### src/rtl/motor_ramp_ctrl.sv
// Command stage ahead of the motor PWM: slews duty toward the target, reverses via ramp-down and dead time.
// Optional emergency-stop input is compiled in when MOTOR_ESTOP_EN is defined.
module motor_ramp_ctrl #(
  parameter int STEP_DIV = 1000,
  parameter int STEP     = 1,
  parameter int DEADTIME = 50000
) (
  input  logic       cin,
  input  logic       rst_n,
  input  logic       cmd_valid,
  output logic       cmd_ready,
  input  logic       cmd_dir,
  input  logic [7:0] cmd_speed,
`ifdef MOTOR_ESTOP_EN
  input  logic       estop,
`endif
  output logic       motor_enable,
  output logic       motor_dir,
  output logic [7:0] duty_cycle,
  output logic       at_target,
  output logic       busy
);

  localparam int PW = (STEP_DIV > 1) ? $clog2(STEP_DIV) : 1;
  localparam int DW = (DEADTIME > 1) ? $clog2(DEADTIME) : 1;
  localparam logic [PW-1:0] PRESC_LAST = PW'(STEP_DIV - 1);
  localparam logic [DW-1:0] DEAD_LOAD  = DW'(DEADTIME - 1);
  localparam logic [8:0]    STEP9      = 9'(STEP);
  localparam logic [7:0]    STEP8      = 8'(STEP);

  typedef enum logic [1:0] {IDLE, RUN, REVERSE, DEAD} state_t;

  state_t        state_q, state_d;
  logic [7:0]    duty_q, duty_d;
  logic          dir_q, dir_d;
  logic [7:0]    tgt_speed_q, tgt_speed_d;
  logic          tgt_dir_q, tgt_dir_d;
  logic [PW-1:0] presc_q, presc_d;
  logic [DW-1:0] dead_q, dead_d;
  logic          enable_q, enable_d;
  logic          ready_q, ready_d;
  logic          at_q, at_d;
  logic          busy_q, busy_d;
  logic          tick;
  logic          accept;

  assign tick   = (presc_q == PRESC_LAST);
  assign accept = cmd_valid & ready_q;

  // The distance is taken in 9 bits, so a step is only applied when it cannot overshoot or wrap.
  function automatic logic [7:0] slew(input logic [7:0] cur, input logic [7:0] tgt);
    logic [8:0] cur9;
    logic [8:0] tgt9;
    logic [8:0] dist9;
    logic [7:0] res;
    cur9  = {1'b0, cur};
    tgt9  = {1'b0, tgt};
    dist9 = (tgt9 >= cur9) ? (tgt9 - cur9) : (cur9 - tgt9);
    if (dist9 <= STEP9) begin
      res = tgt;
    end else if (tgt9 > cur9) begin
      res = cur + STEP8;
    end else begin
      res = cur - STEP8;
    end
    return res;
  endfunction

  always_comb begin
    state_d     = state_q;
    duty_d      = duty_q;
    dir_d       = dir_q;
    dead_d      = dead_q;
    tgt_speed_d = tgt_speed_q;
    tgt_dir_d   = tgt_dir_q;
    presc_d     = tick ? '0 : presc_q + 1'b1;

    case (state_q)
      IDLE: begin
        duty_d = 8'd0;
        if (tgt_speed_q != 8'd0) begin
          dir_d   = tgt_dir_q;
          state_d = RUN;
        end
      end
      RUN: begin
        if (tgt_dir_q != dir_q) begin
          state_d = REVERSE;
          if (tick) duty_d = slew(duty_q, 8'd0);
        end else if (duty_q == 8'd0 && tgt_speed_q == 8'd0) begin
          state_d = IDLE;
        end else if (tick) begin
          duty_d = slew(duty_q, tgt_speed_q);
        end
      end
      REVERSE: begin
        // A retarget back to the current direction aborts the reversal without dead time.
        if (tgt_dir_q == dir_q) begin
          state_d = RUN;
          if (tick) duty_d = slew(duty_q, tgt_speed_q);
        end else if (duty_q == 8'd0) begin
          state_d = DEAD;
          dead_d  = DEAD_LOAD;
        end else if (tick) begin
          duty_d = slew(duty_q, 8'd0);
        end
      end
      DEAD: begin
        if (dead_q == '0) begin
          dir_d   = tgt_dir_q;
          state_d = (tgt_speed_q != 8'd0) ? RUN : IDLE;
        end else begin
          dead_d = dead_q - 1'b1;
        end
      end
      default: state_d = IDLE;
    endcase

    if (accept) begin
      tgt_speed_d = cmd_speed;
      tgt_dir_d   = cmd_dir;
    end

`ifdef MOTOR_ESTOP_EN
    if (estop) begin
      duty_d      = 8'd0;
      tgt_speed_d = 8'd0;
      state_d     = DEAD;
      dead_d      = DEAD_LOAD;
    end
`endif

    // Outputs are registered from next-state values so they line up with the state they describe.
    enable_d = ((state_d == RUN) || (state_d == REVERSE)) && (duty_d != 8'd0);
    ready_d  = (state_d != DEAD);
    at_d     = (duty_d == tgt_speed_d) && (dir_d == tgt_dir_d) &&
               ((state_d == IDLE) || (state_d == RUN));
    busy_d   = (state_d != IDLE);
  end

  always_ff @(posedge cin or negedge rst_n) begin
    if (!rst_n) begin
      state_q     <= IDLE;
      duty_q      <= 8'd0;
      dir_q       <= 1'b1;
      tgt_speed_q <= 8'd0;
      tgt_dir_q   <= 1'b1;
      presc_q     <= '0;
      dead_q      <= '0;
      enable_q    <= 1'b0;
      ready_q     <= 1'b1;
      at_q        <= 1'b1;
      busy_q      <= 1'b0;
    end else begin
      state_q     <= state_d;
      duty_q      <= duty_d;
      dir_q       <= dir_d;
      tgt_speed_q <= tgt_speed_d;
      tgt_dir_q   <= tgt_dir_d;
      presc_q     <= presc_d;
      dead_q      <= dead_d;
      enable_q    <= enable_d;
      ready_q     <= ready_d;
      at_q        <= at_d;
      busy_q      <= busy_d;
    end
  end

  assign duty_cycle   = duty_q;
  assign motor_dir    = dir_q;
  assign motor_enable = enable_q;
  assign cmd_ready    = ready_q;
  assign at_target    = at_q;
  assign busy         = busy_q;

endmodule

### config.mk
export PLATFORM = sky130hd
export DESIGN_NAME = motor_ramp_ctrl
export DESIGN_NICKNAME = d
export VERILOG_FILES = /design/src/rtl/motor_ramp_ctrl.sv
export SDC_FILE = /design/constraint.sdc
export NUM_CORES = 1
export LEC_CHECK = 0
export CORE_MARGIN = 3
export CORE_UTILIZATION = 45
export CTS_BUF_LIST = sky130_fd_sc_hd__clkbuf_2 sky130_fd_sc_hd__clkbuf_4 sky130_fd_sc_hd__clkbuf_8
export DETAILED_ROUTE_END_ITERATION = 8
export PLACE_DENSITY_LB_ADDON = 0.08
export SLEW_MARGIN = 20
export SYNTH_ARGS = -nofsm -noshare
export SYNTH_HDL_FRONTEND = slang
export SYNTH_SLANG_ARGS = --single-unit
### constraint.sdc
create_clock -name cin -period 4.53 [get_ports cin]
set_clock_uncertainty 0.2 [all_clocks]
set_input_delay 1.1325 -clock cin [delete_from_list [all_inputs] [get_ports cin]]
set_output_delay 1.1325 -clock cin [all_outputs]
set_load 0.03 [all_outputs]
### After elaboration in Yosys (flattened, before gate mapping)

Index checks and enable logic that the tools add are counted.

| operators by class | value |
|---|---|
| add/sub/neg operators | 7 |
| magnitude comparators | 5 |
| eq/ne operators | 14 |
| mux-type cells | 30 |
| bitwise logic cells | 1 |
| reductions and logical operators | 16 |

Operator list:

| operator | number |
|---|---|
| 8-bit 2-to-1 mux | 10 |
| 16-bit 2-to-1 mux | 3 |
| 16-bit one-hot mux with 2 select lines | 1 |
| 8-bit one-hot mux with 3 select lines | 1 |
| 9-bit by 1-bit less-or-equal comparator with 1-bit output (second input constant) | 2 |
| 9-bit 2-to-1 mux | 2 |
| 8-bit by 8-bit subtractor with 9-bit output | 2 |
| 16-bit logical NOT | 1 |
| 8-bit logical NOT | 2 |
| 8-bit nonzero test | 2 |
| 16-bit by 1-bit subtractor with 16-bit output (second input constant) | 1 |
| 2-bit 2-to-1 mux | 6 |
| 10-bit by 1-bit adder with 10-bit output (second input constant) | 1 |
| 10-bit equality test (second input constant) | 1 |
| 10-bit 2-to-1 mux | 1 |
| 1-bit by 8-bit subtractor with 9-bit output (first input constant) | 1 |
| 8-bit by 1-bit adder with 8-bit output (second input constant) | 1 |
| 8-bit equality test | 1 |
| 1-bit by 8-bit >= comparator with 1-bit output (first input constant) | 1 |
| 8-bit >= comparator | 1 |
| 8-bit greater-than comparator | 1 |
| 2-bit != test (second input constant) | 4 |
| 2-bit one-hot mux with 4 select lines | 1 |
| 8-bit by 1-bit subtractor with 8-bit output (second input constant) | 1 |
| other kinds (12) | 25 |

| word-level totals | value |
|---|---|
| bits in registers | 50 |
| input port bits | 12 |
| output and inout bits | 13 |
| word-level logic and storage cells | 84 |

### Logic depth before layout (Yosys ltp)

| depth | value |
|---|---|
| word-level depth | 11 |
| mapped depth | 15 |
| depth with buffers taken out | 15 |

### Worst setup path before layout

OpenSTA, ideal clock, no wires.

| timing path | value |
|---|---|
| path type | reg2reg |
| start point | register duty_q[1], in the netlist duty_cycle[1] |
| end point | register at_q, in the netlist at_target |
| library setup time | 89 ps |
| data arrival time | 3472 ps |
| data required time | 4241 ps |
| setup slack | 769 ps |
| stages on the path, launching flop included | 14 |
| buffers on the path | 0 |
| period minus slack after synthesis | 3761 ps |
| cell sequence | dfrtp_1 -> inv_1 -> ha_1 -> nor3b_1 -> a41oi_1 -> a2111oi_0 -> o21a_1 -> ha_1 -> nor2_1 -> a221o_1 -> a211oi_1 -> o2111ai_1 -> nand4bb_1 -> nor4b_2 |

| on the way | value |
|---|---|
| word-level cells in the longest chain between the ends | 11 |
| elaborated cells on any way between the ends | 35 |
| classes of those cells | add/sub (5); order compare (5); eq/ne (2); mux (17); reduce/logical (6) |

Ends and longest elaborated chain:

| what | RTL line | RTL |
|---|---|---|
| from (decl) | 34 | `logic [7:0] duty_q, duty_d;` |
| from (signal assigned) | 156 | `duty_q <= duty_d;` |
| 1-bit by 8-bit subtractor with 9-bit output, or another cell as far along | 58 | `dist9 = (tgt9 >= cur9) ? (tgt9 - cur9) : (cur9 - tgt9);` |
| 9-bit 2-to-1 mux | 58 |  |
| 9-bit by 1-bit less-or-equal comparator with 1-bit output | 59 | `if (dist9 <= STEP9) begin` |
| 8-bit 2-to-1 mux | 59 |  |
| 8-bit 2-to-1 mux (on tied branches) | 104, 100 |  |
| 8-bit 2-to-1 mux (on tied branches) | 101, 90 |  |
| 8-bit 2-to-1 mux (on tied branches) | 98, 87 |  |
| 8-bit one-hot mux with 3 select lines | 78 | `case (state_q)` |
| 8-bit equality test | 136 | `at_d = (duty_d == tgt_speed_d) && (dir_d == tgt_dir_d) &&` |
| 1-bit logical AND | 136 |  |
| 1-bit logical AND (*) | 136 |  |
| net at_d | 42 | `logic at_q, at_d;` |
| to (signal assigned) | 164 | `at_q <= at_d;` |
| to (decl) | 42 |  |

Mark *: on every way through the listed nets, which the timed path passes. The rest lies on a longest branch.
A chain may end at the register's enable or synchronous reset.

### Worst setup path in the final report

| timing path | value |
|---|---|
| start point | register duty_q[3], in the netlist duty_cycle[3] |
| end point | register at_q, in the netlist at_target |

Same word-level chain as after synthesis.

==> flow_metrics.py <==
metrics = {
    "status": {
        "outcome": "complete, no violations",
    },
    "setup_path": {
        "r2r_slack_ns": 0.30,
        "worstSetupPathType": "flop to flop",
        "required_ns": 4.55,
        "slowest_delay_ns": 0.57,
        "r2r-end": "at_target",
        "endpoint_kind": "flop",
        "crit_path_top_delay_cell": "dfrtp_1",
        "crit_chain": "inv_1 -> ha_1 -> o211ai_1 -> mux2_2 -> a31oi_1 -> and4b_1 -> nor4b_1 -> or3_1 -> o2111ai_1 -> nand4bb_1 -> nor4b_2",
        "start_kind": "flop",
        "critical_path.max_fanout": 11,
        "reg2reg_from": "duty_cycle[3]",
        "arrival_ns": 4.25,
        "reg2reg_depth": 11,
    },
    "synthesis": {
        "synth.distinct_cells": 71,
        "ys_top_cells_by_area": "dfrtp_1, ha_1, nor2_1",
        "synth_top_cells_by_count": "nor2_1, dfrtp_1, inv_1",
        "syn-cell-area_um2": 4244,
        "yosysSeqAreaShare_pct": 29.60,
        "synthCells": 509,
        "syn_area_per_cell_um2": 8.338,
        "syn_nets": 550,
        "synth.most_common_cell": "nor2_1",
        "synth_ff_type": "dfrtp_1",
        "synth-seq-cells": 50,
        "yosys_warnings": 0,
        "synth-edff-count": 0,
        "async_flop_share_pct": 100.0,
        "yosys.area.top_type": "dfrtp_1",
        "synth_top_area_share_pct": 27.12,
    },
    "final_layout": {
        "drive_above_1_share_pct": 9.392,
        "fin_nets": 583,
        "synthToLayoutAreaGrowth_pct": 11.94,
        "diodes": 0,
    },
    "routing": {
        "dr_wl_met2_um": 5674,
        "dr.pass1.iters": 7,
        "vias_per_cell": 6.190,
        "highest_layer": "met4",
        "wl_met3_um": 715,
        "drt_wl_total_um": 12490,
        "first_iter_violations": 344,
        "ant_nets": 0,
        "route.vias.total": 4030,
        "wl_per_cell_um": 19.19,
        "wirelength_met1_um": 5924,
        "drc": 0,
    },
    "floorplan": {
        "die_width_um": 103.1,
        "start_util_pct": 47.51,
        "rows": 34,
        "coreArea_um2": 8934,
        "ios": 25,
        "die-area_um2": 10630,
        "die_y_um": 103.1,
    },
    "clock_tree": {
        "worst_skew_pair.late_latency_ns": 0.31,
        "cts.sinks": 50,
        "htreeDepth": 2,
        "clk_pin_slew_worst_paths_ns": 0.10,
        "numCtsBuffers": 5,
        "cts_tree": "yes",
        "cts_root_buf": "clkbuf_8",
        "clockBufferDepth": 2,
    },
    "global_routing": {
        "grt_overflow": 0,
        "track_usage_pct": 24.96,
        "grt_max_degree": 37,
        "antenna_found_initial": 0,
        "grt_pass1_vias": 3809,
        "grt_pass1_wl_um": 20610,
    },
    "sta": {
        "finalSetupViolCount": 0,
        "slew_headroom_pct": 38.92,
        "maxSlewViolCount": 0,
        "period_share_pct": 93.30,
        "hold_viol": 0,
        "fin_setup_tns_ns": 0,
        "worst_pin_slew_ns": 0.9092,
        "period_minus_slack_ns": 4.227,
        "fmax_ghz": 0.2366,
    },
    "min_path": {
        "min-delay-start": "presc_q[0]",
        "hp-class": "flop to flop",
        "hold_end": "presc_q[0]",
        "hold_depth": 1,
    },
    "job": {
        "cap_violations": 0,
    },
    "power": {
        "powerDensity_nw_per_um2": 388.5,
        "p_comb_share_pct": 48.6,
        "switchingPower_mw": 0.8201,
        "p_int_mw": 1.026,
        "p_seq_share_pct": 36.5,
        "clockPowerShare_pct": 14.9,
        "finalPower_mw": 1.846,
        "swShare_pct": 44.43,
        "ir_drop_v": 0.0002335,
        "power_leakage_nw": 2.124,
    },
    "placement": {
        "port_buffers": 24,
        "dpl.hpwl_um": 9859,
        "gp_congestion": 0.9618,
    },
}
[cells by family after synthesis]
group / share of synthesized area (%)
simple gates: 23.47
compound gates: 22.73
buf+inv: 5.837
flops: 29.60
xor+xnor: 6.191
fa+ha+maj: 8.903
mux: 3.273
[cell type report]
| class | count | area [um2] |
|---|---|---|
| clock buffers | 6 | 76.32 |
| clock inverters | 2 | 13.76 |
| fillers | 864 | 4183 |
| inverters | 40 | 150.1 |
| multi-input cells | 403 | 2749 |
| flip-flops and latches | 50 | 1256 |
| well taps | 108 | 135.1 |
| repair buffers | 42 | 370.4 |
[power by group through the flow]
stage               registers, mW  logic [mW]  clock network (mW)
floorplan                   0.658       0.649                   0
global placement            0.677       0.879                   0
detailed placement          0.679       0.880                   0
CTS                         0.671       0.884               0.279
global route                0.691       0.999               0.300
finish                      0.674       0.896               0.276
[flip-flops by register name, summed over array words and instances (netlist names)]
name and count:
busy 1, at_target 1, dead_q 16, cmd_ready 1
presc_q 10, motor_enable 1, motor_dir 1, state_q 2
tgt_dir_q 1, duty_cycle 8, tgt_speed_q 8
[cell usage in the layout, fill, tap and decap left out, types with 5 or more instances in the layout]
cell             netlist  routed
a211oi_1               8       8
a21o_1                10      10
a21oi_1               35      35
a22o_1                 5       5
a31oi_1                7       7
and3_1                11      11
buf_4                  5      18
clkbuf_8               0       5
clkdlybuf4s50_1        0      23
dfrtp_1               46      46
ha_1                  27      27
inv_1                 40      40
mux2_2                 7       7
mux2i_1                6       6
nand2_1               36      36
nand3_1               18      18
nand4_1               10      10
nor2_1                47      47
nor2b_1                5       5
nor3_1                15      15
nor4_1                11      11
o211ai_1               6       6
o21ai_0               26      26
o22ai_1                6       6
or3_1                  6       6
xnor2_1               12      12
xor2_1                18      18
[metal layers]
layer | global-route usage [%] | vias to the layer above
met2 | 39.81 | 151
li1 | - | 1929
met4 | 4.482 | 0
met5 | 0 | -
met3 | 2.977 | 19
met1 | 36.72 | 1931
[worst max-delay path by stage]
stage / startpoint / end / slack, ns / cells after the start
6_report: duty_cycle[3] / at_target / 0.30 / 11
5_1_grt: duty_cycle[3] / at_target / -0.01 / 11
4_1_cts: duty_cycle[0] / at_target / 0.22 / 14
3_5_place_dp: duty_cycle[0] / at_target / 0.26 / 14
3_3_place_gp: duty_cycle[0] / at_target / 0.39 / 14
2_1_floorplan: duty_cycle[1] / at_target / 0.77 / 13
[timing repair]
action / 4_1_cts / 5_1_grt
setup endpoints to repair: 0 / 1
buffers inserted: 0 / 4
gates resized for setup: 0 / 1
hold buffers: 0 / 0
[through the flow]
stage	hold slack (ns)	instances	setup slack (ns)	area, um2	utilization [%]
floorplan	0.2492	509	0.7686	4244	-
finish	0.2984	651	0.3033	4751	53.18
global route	0.3324	651	-0.01065	4751	53.18
CTS	0.2979	647	0.2229	4712	52.75
detailed placement	0.2854	639	0.2626	4622	51.74
global placement	0.2710	639	0.3910	4622	51.74
[critical path, delay by kind of cell (launching register included)]
kind	cells	cell delay [ns]
muxes	1	0.36
AOI/OAI and AO/OA	3	0.65
buffers and inverters	1	0.20
and+or+nand+nor	5	1.62
adders and majority gates	1	0.54
DFF	1	0.57
Power figures use the tool's default switching activity.
